**src/rtl/dsp_4bits_alu_driver_if.sv**
```systemverilog
// Host-side command and response channels
// of the 4-bit ALU nibble driver.
interface dsp_4bits_alu_driver_if;
  logic       cmd_valid;
  logic       cmd_ready;
  logic [3:0] cmd_op1;
  logic [3:0] cmd_op2;
  logic [3:0] cmd_opcode;
  logic       rsp_valid;
  logic       rsp_ready;
  logic [3:0] rsp_result;
  logic [2:0] rsp_flags;
  logic       rsp_error;
  logic       busy;

  modport master (
    output cmd_valid,
    output cmd_op1,
    output cmd_op2,
    output cmd_opcode,
    output rsp_ready,
    input  cmd_ready,
    input  rsp_valid,
    input  rsp_result,
    input  rsp_flags,
    input  rsp_error,
    input  busy
  );

  modport slave (
    input  cmd_valid,
    input  cmd_op1,
    input  cmd_op2,
    input  cmd_opcode,
    input  rsp_ready,
    output cmd_ready,
    output rsp_valid,
    output rsp_result,
    output rsp_flags,
    output rsp_error,
    output busy
  );
endinterface

```
**src/rtl/dsp_4bits_alu_driver.sv**
```systemverilog
// Serialises a parallel ALU command into the nibble protocol.
// Optional done watchdog: define ALU_DRV_WATCHDOG_EN.
module dsp_4bits_alu_driver #(
  parameter int unsigned TIMEOUT = 8
) (
  input  logic                         clk,
  input  logic                         reset_n,
  dsp_4bits_alu_driver_if.slave        host,
  output logic                         alu_reset,
  output logic                         alu_enable,
  output logic [3:0]                   alu_data,
  input  logic [3:0]                   alu_result,
  input  logic [3:0]                   alu_flags
);

  typedef enum logic [2:0] {
    INIT,
    IDLE,
    SEND_OP1,
    SEND_OP2,
    SEND_OPC,
    EXEC,
    WAIT_DONE,
    RESP
  } state_e;

  state_e     state_q, state_d;
  logic       init_q, init_d;
  logic [3:0] op2_q, op2_d;
  logic [3:0] opc_q, opc_d;
  logic       err_q, err_d;
  logic       rst_q, rst_d;
  logic       en_q, en_d;
  logic [3:0] data_q, data_d;
  logic       crdy_q, crdy_d;
  logic       rvld_q, rvld_d;
  logic [3:0] res_q, res_d;
  logic [2:0] flg_q, flg_d;
  logic       busy_q, busy_d;
  logic       wd_expired;

`ifdef ALU_DRV_WATCHDOG_EN
  localparam int unsigned WD_W =
    (TIMEOUT > 1) ? $clog2(TIMEOUT) : 1;

  logic [WD_W-1:0] wd_q, wd_d;

  assign wd_expired = (wd_q == WD_W'(TIMEOUT - 1));

  always_comb begin
    wd_d = '0;
    if (state_q == WAIT_DONE) begin
      wd_d = wd_q + 1'b1;
    end
  end

  always_ff @(posedge clk or negedge reset_n) begin
    if (!reset_n) begin
      wd_q <= '0;
    end else begin
      wd_q <= wd_d;
    end
  end

  assign host.rsp_error = err_q;
`else
  localparam int unsigned unused_timeout = TIMEOUT;

  assign wd_expired     = 1'b0;
  assign host.rsp_error = 1'b0;
`endif

  always_comb begin
    state_d = state_q;
    init_d  = 1'b0;
    op2_d   = op2_q;
    opc_d   = opc_q;
    err_d   = err_q;
    res_d   = res_q;
    flg_d   = flg_q;
    data_d  = 4'h0;
    unique case (state_q)
      INIT: begin
        init_d = 1'b1;
        if (init_q) begin
          state_d = IDLE;
        end
      end
      IDLE: begin
        if (host.cmd_valid && crdy_q) begin
          state_d = SEND_OP1;
          op2_d   = host.cmd_op2;
          opc_d   = host.cmd_opcode;
          data_d  = host.cmd_op1;
        end
      end
      SEND_OP1: begin
        state_d = SEND_OP2;
        data_d  = op2_q;
      end
      SEND_OP2: begin
        state_d = SEND_OPC;
        data_d  = opc_q;
      end
      SEND_OPC: begin
        state_d = EXEC;
      end
      EXEC: begin
        state_d = WAIT_DONE;
      end
      WAIT_DONE: begin
        if (alu_flags[0]) begin
          state_d = RESP;
          res_d   = alu_result;
          flg_d   = alu_flags[3:1];
          err_d   = 1'b0;
        end else if (wd_expired) begin
          state_d = RESP;
          res_d   = 4'h0;
          flg_d   = 3'b000;
          err_d   = 1'b1;
        end
      end
      RESP: begin
        if (host.rsp_ready) begin
          // an error leaves the ALU out of step, so re-reset it
          state_d = err_q ? INIT : IDLE;
          err_d   = 1'b0;
        end
      end
    endcase

    rst_d  = (state_d == INIT);
    crdy_d = (state_d == IDLE);
    rvld_d = (state_d == RESP);
    busy_d = (state_d != IDLE);
    en_d   = state_d inside {SEND_OP1, SEND_OP2,
                             SEND_OPC, EXEC};
  end

  always_ff @(posedge clk or negedge reset_n) begin
    if (!reset_n) begin
      state_q <= INIT;
      init_q  <= 1'b0;
      op2_q   <= 4'h0;
      opc_q   <= 4'h0;
      err_q   <= 1'b0;
      rst_q   <= 1'b1;
      en_q    <= 1'b0;
      data_q  <= 4'h0;
      crdy_q  <= 1'b0;
      rvld_q  <= 1'b0;
      res_q   <= 4'h0;
      flg_q   <= 3'b000;
      busy_q  <= 1'b0;
    end else begin
      state_q <= state_d;
      init_q  <= init_d;
      op2_q   <= op2_d;
      opc_q   <= opc_d;
      err_q   <= err_d;
      rst_q   <= rst_d;
      en_q    <= en_d;
      data_q  <= data_d;
      crdy_q  <= crdy_d;
      rvld_q  <= rvld_d;
      res_q   <= res_d;
      flg_q   <= flg_d;
      busy_q  <= busy_d;
    end
  end

  assign alu_reset       = rst_q;
  assign alu_enable      = en_q;
  assign alu_data        = data_q;
  assign host.cmd_ready  = crdy_q;
  assign host.rsp_valid  = rvld_q;
  assign host.rsp_result = res_q;
  assign host.rsp_flags  = flg_q;
  assign host.busy       = busy_q;

endmodule
```
**src/flat_wrapper.sv**
```systemverilog
// flat-port wrapper written by rule: the top's interface ports become plain ports
module dsp_4bits_alu_driver_flat 
#(
  parameter int unsigned TIMEOUT = 8
)
  (clk, reset_n, alu_reset, alu_enable, alu_data, alu_result, alu_flags, host_cmd_valid, host_cmd_op1, host_cmd_op2, host_cmd_opcode, host_rsp_ready, host_cmd_ready, host_rsp_valid, host_rsp_result, host_rsp_flags, host_rsp_error, host_busy);
  dsp_4bits_alu_driver_if host_i ();
  input  logic clk;
  input  logic reset_n;
  output logic alu_reset;
  output logic alu_enable;
  output logic [3:0] alu_data;
  input  logic [3:0] alu_result;
  input  logic [3:0] alu_flags;
  input wire logic [$bits(host_i.cmd_valid)-1:0] host_cmd_valid;
  input wire logic [$bits(host_i.cmd_op1)-1:0] host_cmd_op1;
  input wire logic [$bits(host_i.cmd_op2)-1:0] host_cmd_op2;
  input wire logic [$bits(host_i.cmd_opcode)-1:0] host_cmd_opcode;
  input wire logic [$bits(host_i.rsp_ready)-1:0] host_rsp_ready;
  output wire logic [$bits(host_i.cmd_ready)-1:0] host_cmd_ready;
  output wire logic [$bits(host_i.rsp_valid)-1:0] host_rsp_valid;
  output wire logic [$bits(host_i.rsp_result)-1:0] host_rsp_result;
  output wire logic [$bits(host_i.rsp_flags)-1:0] host_rsp_flags;
  output wire logic [$bits(host_i.rsp_error)-1:0] host_rsp_error;
  output wire logic [$bits(host_i.busy)-1:0] host_busy;
  assign host_i.cmd_valid = host_cmd_valid;
  assign host_i.cmd_op1 = host_cmd_op1;
  assign host_i.cmd_op2 = host_cmd_op2;
  assign host_i.cmd_opcode = host_cmd_opcode;
  assign host_i.rsp_ready = host_rsp_ready;
  assign host_cmd_ready = host_i.cmd_ready;
  assign host_rsp_valid = host_i.rsp_valid;
  assign host_rsp_result = host_i.rsp_result;
  assign host_rsp_flags = host_i.rsp_flags;
  assign host_rsp_error = host_i.rsp_error;
  assign host_busy = host_i.busy;
  dsp_4bits_alu_driver #(.TIMEOUT(TIMEOUT)) u_core (.clk(clk), .reset_n(reset_n), .host(host_i), .alu_reset(alu_reset), .alu_enable(alu_enable), .alu_data(alu_data), .alu_result(alu_result), .alu_flags(alu_flags));
endmodule
```
**config.mk**
```make
export PLATFORM = sky130hd
export DESIGN_NAME = dsp_4bits_alu_driver_flat
export DESIGN_NICKNAME = d
export VERILOG_FILES = /design/src/rtl/dsp_4bits_alu_driver_if.sv /design/src/rtl/dsp_4bits_alu_driver.sv /design/src/flat_wrapper.sv
export SDC_FILE = /design/constraint.sdc
export NUM_CORES = 1
export LEC_CHECK = 0
export BUFFER_PORTS_ARGS = -buffer_cell sky130_fd_sc_hd__buf_2
export CELL_PAD_IN_SITES_DETAIL_PLACEMENT = 1
export CELL_PAD_IN_SITES_GLOBAL_PLACEMENT = 1
export CORE_MARGIN = 2
export CORE_UTILIZATION = 30
export DETAILED_ROUTE_END_ITERATION = 10
export HOLD_SLACK_MARGIN = 0.08
export PLACE_DENSITY = 0.72
export SLEW_MARGIN = 20
export SYNTH_ARGS = -nofsm -noshare
export SYNTH_HDL_FRONTEND = slang
export SYNTH_SLANG_ARGS = --single-unit
```
**constraint.sdc**
```tcl
create_clock -name clk -period 1.35 [get_ports clk]
set_input_delay 0.135 -clock clk [delete_from_list [all_inputs] [get_ports clk]]
set_output_delay 0.135 -clock clk [all_outputs]
set_load 0.02 [all_outputs]
```
==> impl_results.md, run 1 <==
* Sequential fraction of the synthesis area at 59.74%
* Area of the multi-input gates at 434.2 µm²
* Final instance area at 1559 µm²
* Via count at 858
* Tot Pwr at 3.181 mW
* Wire per inst at 13.64 µm
* Global-route wire length before repair at 4.002 mm
* Top cells by area, synth: dfrtp_1 58%, mux2_2 8.6%, mux2_1 5.8%
* Average cell area after synthesis at 13.35 µm²
* RSZ-0062 raised after global routing: true
* Row count at 22
* Final #Nets at 161
* Clock tree buffer depth at 2
* N_diodes at 0
* Slew margin rel. at 59.87%
* Warnings, synthesis at 0
* Cts bufs inserted at 3
* Share of cells above drive strength 1 at 49.26%
* Final period utilization at 96.67%
* Distinct cell type count after synthesis at 28
* Initial antenna violation count at 0
* First drt pass iteration count at 4
* Post-synth top area share at 57.51%
* Die Ht at 66.58 µm
* Initial Utilization at 31.62%
* Post-route ant nets at 0
* Fill cells at 416
* Clock slew at reported path FFs at 0.09 ns
* DP HPWL at 1.849 mm
* Syn Nets at 112
* # setup viols final at 0
* Area Growth Syn to Fin at 32.69%
* Root Buffer: clkbuf_8
* Slew Limit Fails at 0
* Die area at 4433 µm²
* Type of the most critical hold path: in -> reg
* Final core occ at 41.95%
* Cell count after synthesis at 88
* Clk sinks at 28
* TritonCTS clock tree: done
* Pwr dens at 2041 nW/µm²
* Setup CP Type: reg -> reg
* Synth Flop Type: dfrtp_1
* Final Hold Fails at 0
* CP startpoint kind: register
* Max Cap Viol at 0
* EDFF count, synth at 0
* Clk_lat worst skew at 0.26 ns
* Core area at 3716 µm²
* Leak pwr at 0.7906 nW
* I/O Pins at 41
* Most frequent cell after synthesis: dfrtp_1
* Worst-margin pin slew at 0.6019 ns
* Routed WL at 2.510 mm
* Tot GR Track Use at 11.89%
* Placer Congestion at 0.8035
* F_max at 0.7663 GHz
* CTS H-tree lvls at 1
* Grt ovf at 0
* Register area at 705.7 µm²
* Mapped cell area at 1175 µm²
* Placed instance area at 1441 µm²
* Vias per cell at 4.663
* Starting DRT DRC Count at 35
* Clk_skew at 0.001024 ns
* FF-to-FF setup slack at 0.05 ns
* Arrival time worst endpoint at 1.46 ns
* Vias in the first global route at 892
* Residual DRC count at 0
* Largest net degree at the start of global routing at 29
* Setup crit end kind: register
* Status: finished clean
* Yosys reg bits at 28
* Period minus WS final at 1.305 ns
* Synth async-reset ratio at 100.0%
* Die Wd at 66.58 µm
* Peak supply drop at 0.0005561 V
* Post-synth top cells: 27 x dfrtp_1, 9 x mux2_2, 6 x mux2_1
* Critical path required time at 1.51 ns
* Yosys top cell by area: dfrtp_1
* Max FO, Critical Path at 12
* PortBufs at 39
-- path summary, 6_finish.rpt --
check | from | to | cells after the start
worst min register to register | u_core.init_q$_DFF_PN0_ | u_core.alu_reset$_DFF_PN1_ | 1
max in group asynchronous | reset_n | u_core.host.cmd_ready$_DFF_PN0_ | 2
worst max-delay path | u_core.state_q[2]$_DFF_PN0_ | u_core.opc_q[3]$_DFFE_PN0P_ | 3
worst max register to register | u_core.state_q[2]$_DFF_PN0_ | u_core.opc_q[3]$_DFFE_PN0P_ | 3
worst min-delay path | host_cmd_opcode[1] | u_core.opc_q[1]$_DFFE_PN0P_ | 2
min in group asynchronous | reset_n | u_core.init_q$_DFF_PN0_ | 2
-- layer usage --
metal	GRT usage [%]	wire [µm]	up-vias
met1	14.09	1064	427
met4	5.357	33	0
li1	-	-	405
met5	0	0	-
met3	2.196	112	2
met2	20.75	1300	24
-- area by class of cell --
type                    instances  share of cell area [%]
flip-flops and latches         28                   45.26
multi-input cells              53                   27.85
repair buffers                 50                   19.26
well taps                      48                   3.852
clock buffers                   4                   3.531
inverters                       1                  0.2408
-- per-stage QoR --
step	TNS, ns	instances	worst slack, ns	hold slack [ns]
2_1_floorplan	0	88	0.03723	-0.1606
3_3_place_gp	0	174	0.06956	0.1742
3_5_place_dp	0	174	0.05124	0.1853
4_1_cts	0	181	0.02510	0.08129
5_1_grt	-0.04163	184	-0.01352	0.08286
6_report	0	184	0.04500	0.08557
-- report_power, final --
group	leakage (nW)	internal [mW]	switching (mW)
sequential	0.349	1.18	0.205
combinational	0.412	0.580	0.712
clock	0.0288	0.260	0.243
total	0.791	2.02	1.16
-- repair_timing --
item / in CTS / in global routing
setup endpoints to repair: 0 / 12
resized for setup: 0 / 3
hold endpoints to repair: 29 / 1
buffers inserted: 0 / 2
hold buffers: 3 / 1
-- flip-flops by register name, summed over array words and instances, names as in the netlist, 3 cells and up --
| signal | cells |
|---|---|
| u_core.state_q | 3 |
| u_core.host.rsp_flags | 3 |
| u_core.host.rsp_result | 4 |
| u_core.op2_q | 4 |
| u_core.alu_data | 4 |
| u_core.opc_q | 4 |
-- critical path, stage by stage, from the launching register on --
cell	delay (ns)
dfrtp_2	0.47
nor3_4	0.23
buf_12	0.16
mux2_2	0.34
-- cell usage in the layout (no fill, tap or decap) --
cell type / Yosys / layout
buf_2: 1 / 39
buf_12: 0 / 1
mux2i_1: 2 / 2
nor3b_2: 0 / 1
mux2_2: 9 / 9
clkbuf_8: 0 / 4
a21oi_1: 4 / 4
nor2b_1: 1 / 1
buf_4: 2 / 6
nand3_2: 1 / 1
o211ai_1: 1 / 1
a211oi_1: 1 / 1
nor4_1: 1 / 1
dfrtp_1: 27 / 24
nand2_1: 3 / 3
conb_1: 1 / 1
nor2_1: 4 / 4
dfstp_2: 1 / 1
a21o_1: 2 / 2
and3_1: 2 / 2
mux2_1: 6 / 6
a221o_1: 4 / 4
dlygate4sd3_1: 0 / 4
nor3_4: 1 / 1
nor3_1: 3 / 3
dfrtp_2: 0 / 3
and2_1: 5 / 5
inv_1: 1 / 1
nand4b_2: 1 / 1
-- cell families after synthesis --
family	count (synthesis)	synth area share, %
simple gates	23	12.46
buf+inv	7	3.725
mux	17	16.08
compound gates	12	7.668
other cells	1	0.3192
flops	28	59.74
No activity file was read; power rests on OpenSTA's default activity.
==> run 2: changes to the inputs <==
CORE_UTILIZATION = 34   (was 30)
PLACE_DENSITY = 0.8   (was 0.72)
==> impl_results.md, run 2 (synthesis results as in run 1) <==
* Status: finished clean (unchanged)
* Max Cap Viol at 0 (unchanged)
* RSZ-0062 raised after global routing: true (unchanged)
* Cell Count, Final, Fillers Out at 198 (was 184)
* CTS H-tree lvls at 1 (unchanged)
* Commonest non-fill, non-tap cells in the layout: 39 x buf_2, 23 x dfrtp_1, 20 x dlygate4sd3_1, 9 x mux2_2 (was 39 x buf_2, 24 x dfrtp_1, 9 x mux2_2, 6 x mux2_1, 6 x buf_4)
* Slew margin rel. at 60.42% (was 59.87%)
* Die Ht at 62.79 µm (was 66.58 µm)
* Slew Limit Fails at 0 (unchanged)
* Area Growth Syn to Fin at 45.26% (was 32.69%)
* Peak supply drop at 0.0005458 V (was 0.0005561 V)
* Pwr dens at 1889 nW/µm² (was 2041 nW/µm²)
* Post-route setup slack at 0.004552 ns (was 0.04500 ns)
* First drt pass iteration count at 4 (unchanged)
* PortBufs at 39 (unchanged)
* Final Hold Fails at 0 (unchanged)
* Period minus WS final at 1.345 ns (was 1.305 ns)
* Via count at 941 (was 858)
* Share of cells above drive strength 1 at 45.39% (was 49.26%)
* Vias per cell at 4.753 (was 4.663)
* DP HPWL at 1.976 mm (was 1.849 mm)
* Tot GR Track Use at 16.36% (was 11.89%)
* Crit-path max cell delay at 0.44 ns (was 0.47 ns)
* Worst path slowest cell: dfrtp_2 (unchanged)
* Starting DRT DRC Count at 14 (was 35)
* Clk_lat worst skew at 0.32 ns (was 0.26 ns)
* Clock tree buffer depth at 2 (unchanged)
* Max FO, Critical Path at 12 (unchanged)
* Placed instance area at 1431 µm² (was 1441 µm²)
* Setup crit end kind: register (unchanged)
* Vias in the first global route at 1016 (was 892)
* Tot Pwr at 3.223 mW (was 3.181 mW)
* Setup WS pre-CTS at 0.01188 ns (was 0.05124 ns)
* F_max at 0.7432 GHz (was 0.7663 GHz)
* Initial antenna violation count at 0 (unchanged)
* Grt ovf at 0 (unchanged)
* Most common cell after layout, fill and taps aside: buf_2 (unchanged)
* Setup CP Type: reg -> reg (unchanged)
* # setup viols final at 0 (unchanged)
* Type of the most critical hold path: in -> reg (unchanged)
* FF-to-FF path depth at 4 (was 3)
* Worst-margin pin slew at 0.5937 ns (was 0.6019 ns)
* Final #Nets at 177 (was 161)
* Clk_skew at 0.01068 ns (was 0.001024 ns)
* CP startpoint kind: register (unchanged)
* Row count at 21 (was 22)
* TritonCTS clock tree: done (unchanged)
* Routed WL at 3.170 mm (was 2.510 mm)
* I/O Pins at 41 (unchanged)
* Wire per inst at 16.01 µm (was 13.64 µm)
* Hold WS at 0.1479 ns (was 0.08557 ns)
* Residual DRC count at 0 (unchanged)
* Die area at 3942 µm² (was 4433 µm²)
* Final period utilization at 99.66% (was 96.67%)
* Critical path required time at 1.56 ns (was 1.51 ns)
* Cts bufs inserted at 3 (unchanged)
* Post-route ant nets at 0 (unchanged)
* Root Buffer: clkbuf_4 (was clkbuf_8)
* N_diodes at 0 (unchanged)
* Crit-path cells: nand3_2 -> nor3_4 -> buf_12 -> mux2_1 (was nor3_4 -> buf_12 -> mux2_2)
* Final instance area at 1707 µm² (was 1559 µm²)
* Arrival time worst endpoint at 1.56 ns (was 1.46 ns)
* Hold depth at 3 (was 2)
* Leak pwr at 0.8508 nW (was 0.7906 nW)
* Clock slew at reported path FFs at 0.15 ns (was 0.09 ns)
* Largest net degree at the start of global routing at 29 (unchanged)
* Placer Congestion at 0.8085 (was 0.8035)
* Initial Utilization at 35.21% (was 31.62%)
* Die Wd at 62.79 µm (was 66.58 µm)
* Clk sinks at 28 (unchanged)
* Dpl cells at 171 (was 174)
* Core area at 3337 µm² (was 3716 µm²)
* Global-route wire length before repair at 4.988 mm (was 4.002 mm)
## run 2: timing repair
item,in CTS,in global routing
hold endpoints to repair,46,0
setup endpoints to repair,8,13
resized for setup,1,5
setup buffers,1,2
hold buffers,20,0
pin swaps,1,0
## run 2: power breakdown
part	internal [mW]	switching, mW	leakage [nW]	total, mW
clock network	0.165	0.239	0.0210	0.404
registers	1.18	0.227	0.348	1.41
logic	0.638	0.772	0.481	1.41
## run 2: layout make-up
class,count,area (µm²)
Multi-Input combinational cell,53,437.9
Tap cell,46,57.56
Sequential cell,28,706.9
Inverter,1,3.754
Clock buffer,4,36.28
Timing Repair Buffer,66,464.2
Fill cell,375,1630
## run 2: final timing paths
check / end / slack (ns) / start
min in group asynchronous: u_core.host.rsp_result[3]$_DFFE_PN0P_ / 0.32 / reset_n
min: u_core.host.rsp_valid$_DFF_PN0_ / 0.15 / host_rsp_ready
min reg2reg: u_core.alu_reset$_DFF_PN1_ / 0.46 / u_core.init_q$_DFF_PN0_
max in group asynchronous: u_core.host.cmd_ready$_DFF_PN0_ / 0.61 / reset_n
max: u_core.opc_q[1]$_DFFE_PN0P_ / 0.005 / u_core.state_q[0]$_DFF_PN0_
max reg2reg: u_core.opc_q[1]$_DFFE_PN0P_ / 0.005 / u_core.state_q[0]$_DFF_PN0_
## run 2: through the flow
stage	utilization [%]	TNS (ns)
2_1_floorplan	-	0
3_3_place_gp	42.89	0
3_5_place_dp	42.89	0
4_1_cts	50.32	0
5_1_grt	51.14	-0.05945
6_report	51.14	0
## run 2: critical path: cells and delay by family (launching register included)
| kind | cells | cell delay, ns |
|---|---|---|
| muxes | 1 | 0.34 |
| and+or+nand+nor | 2 | 0.28 |
| DFF | 1 | 0.44 |
| buffers and inverters | 1 | 0.17 |
## run 2: layer usage
layer	vias up	global-route usage [%]	part of all wire (%)	routed length, µm
met5	-	0	0	0
li1	437	-	-	-
met4	0	5.000	0.85	27
met1	477	20.61	41	1294
met3	2	1.802	2.8	89
met2	25	29.44	55	1759
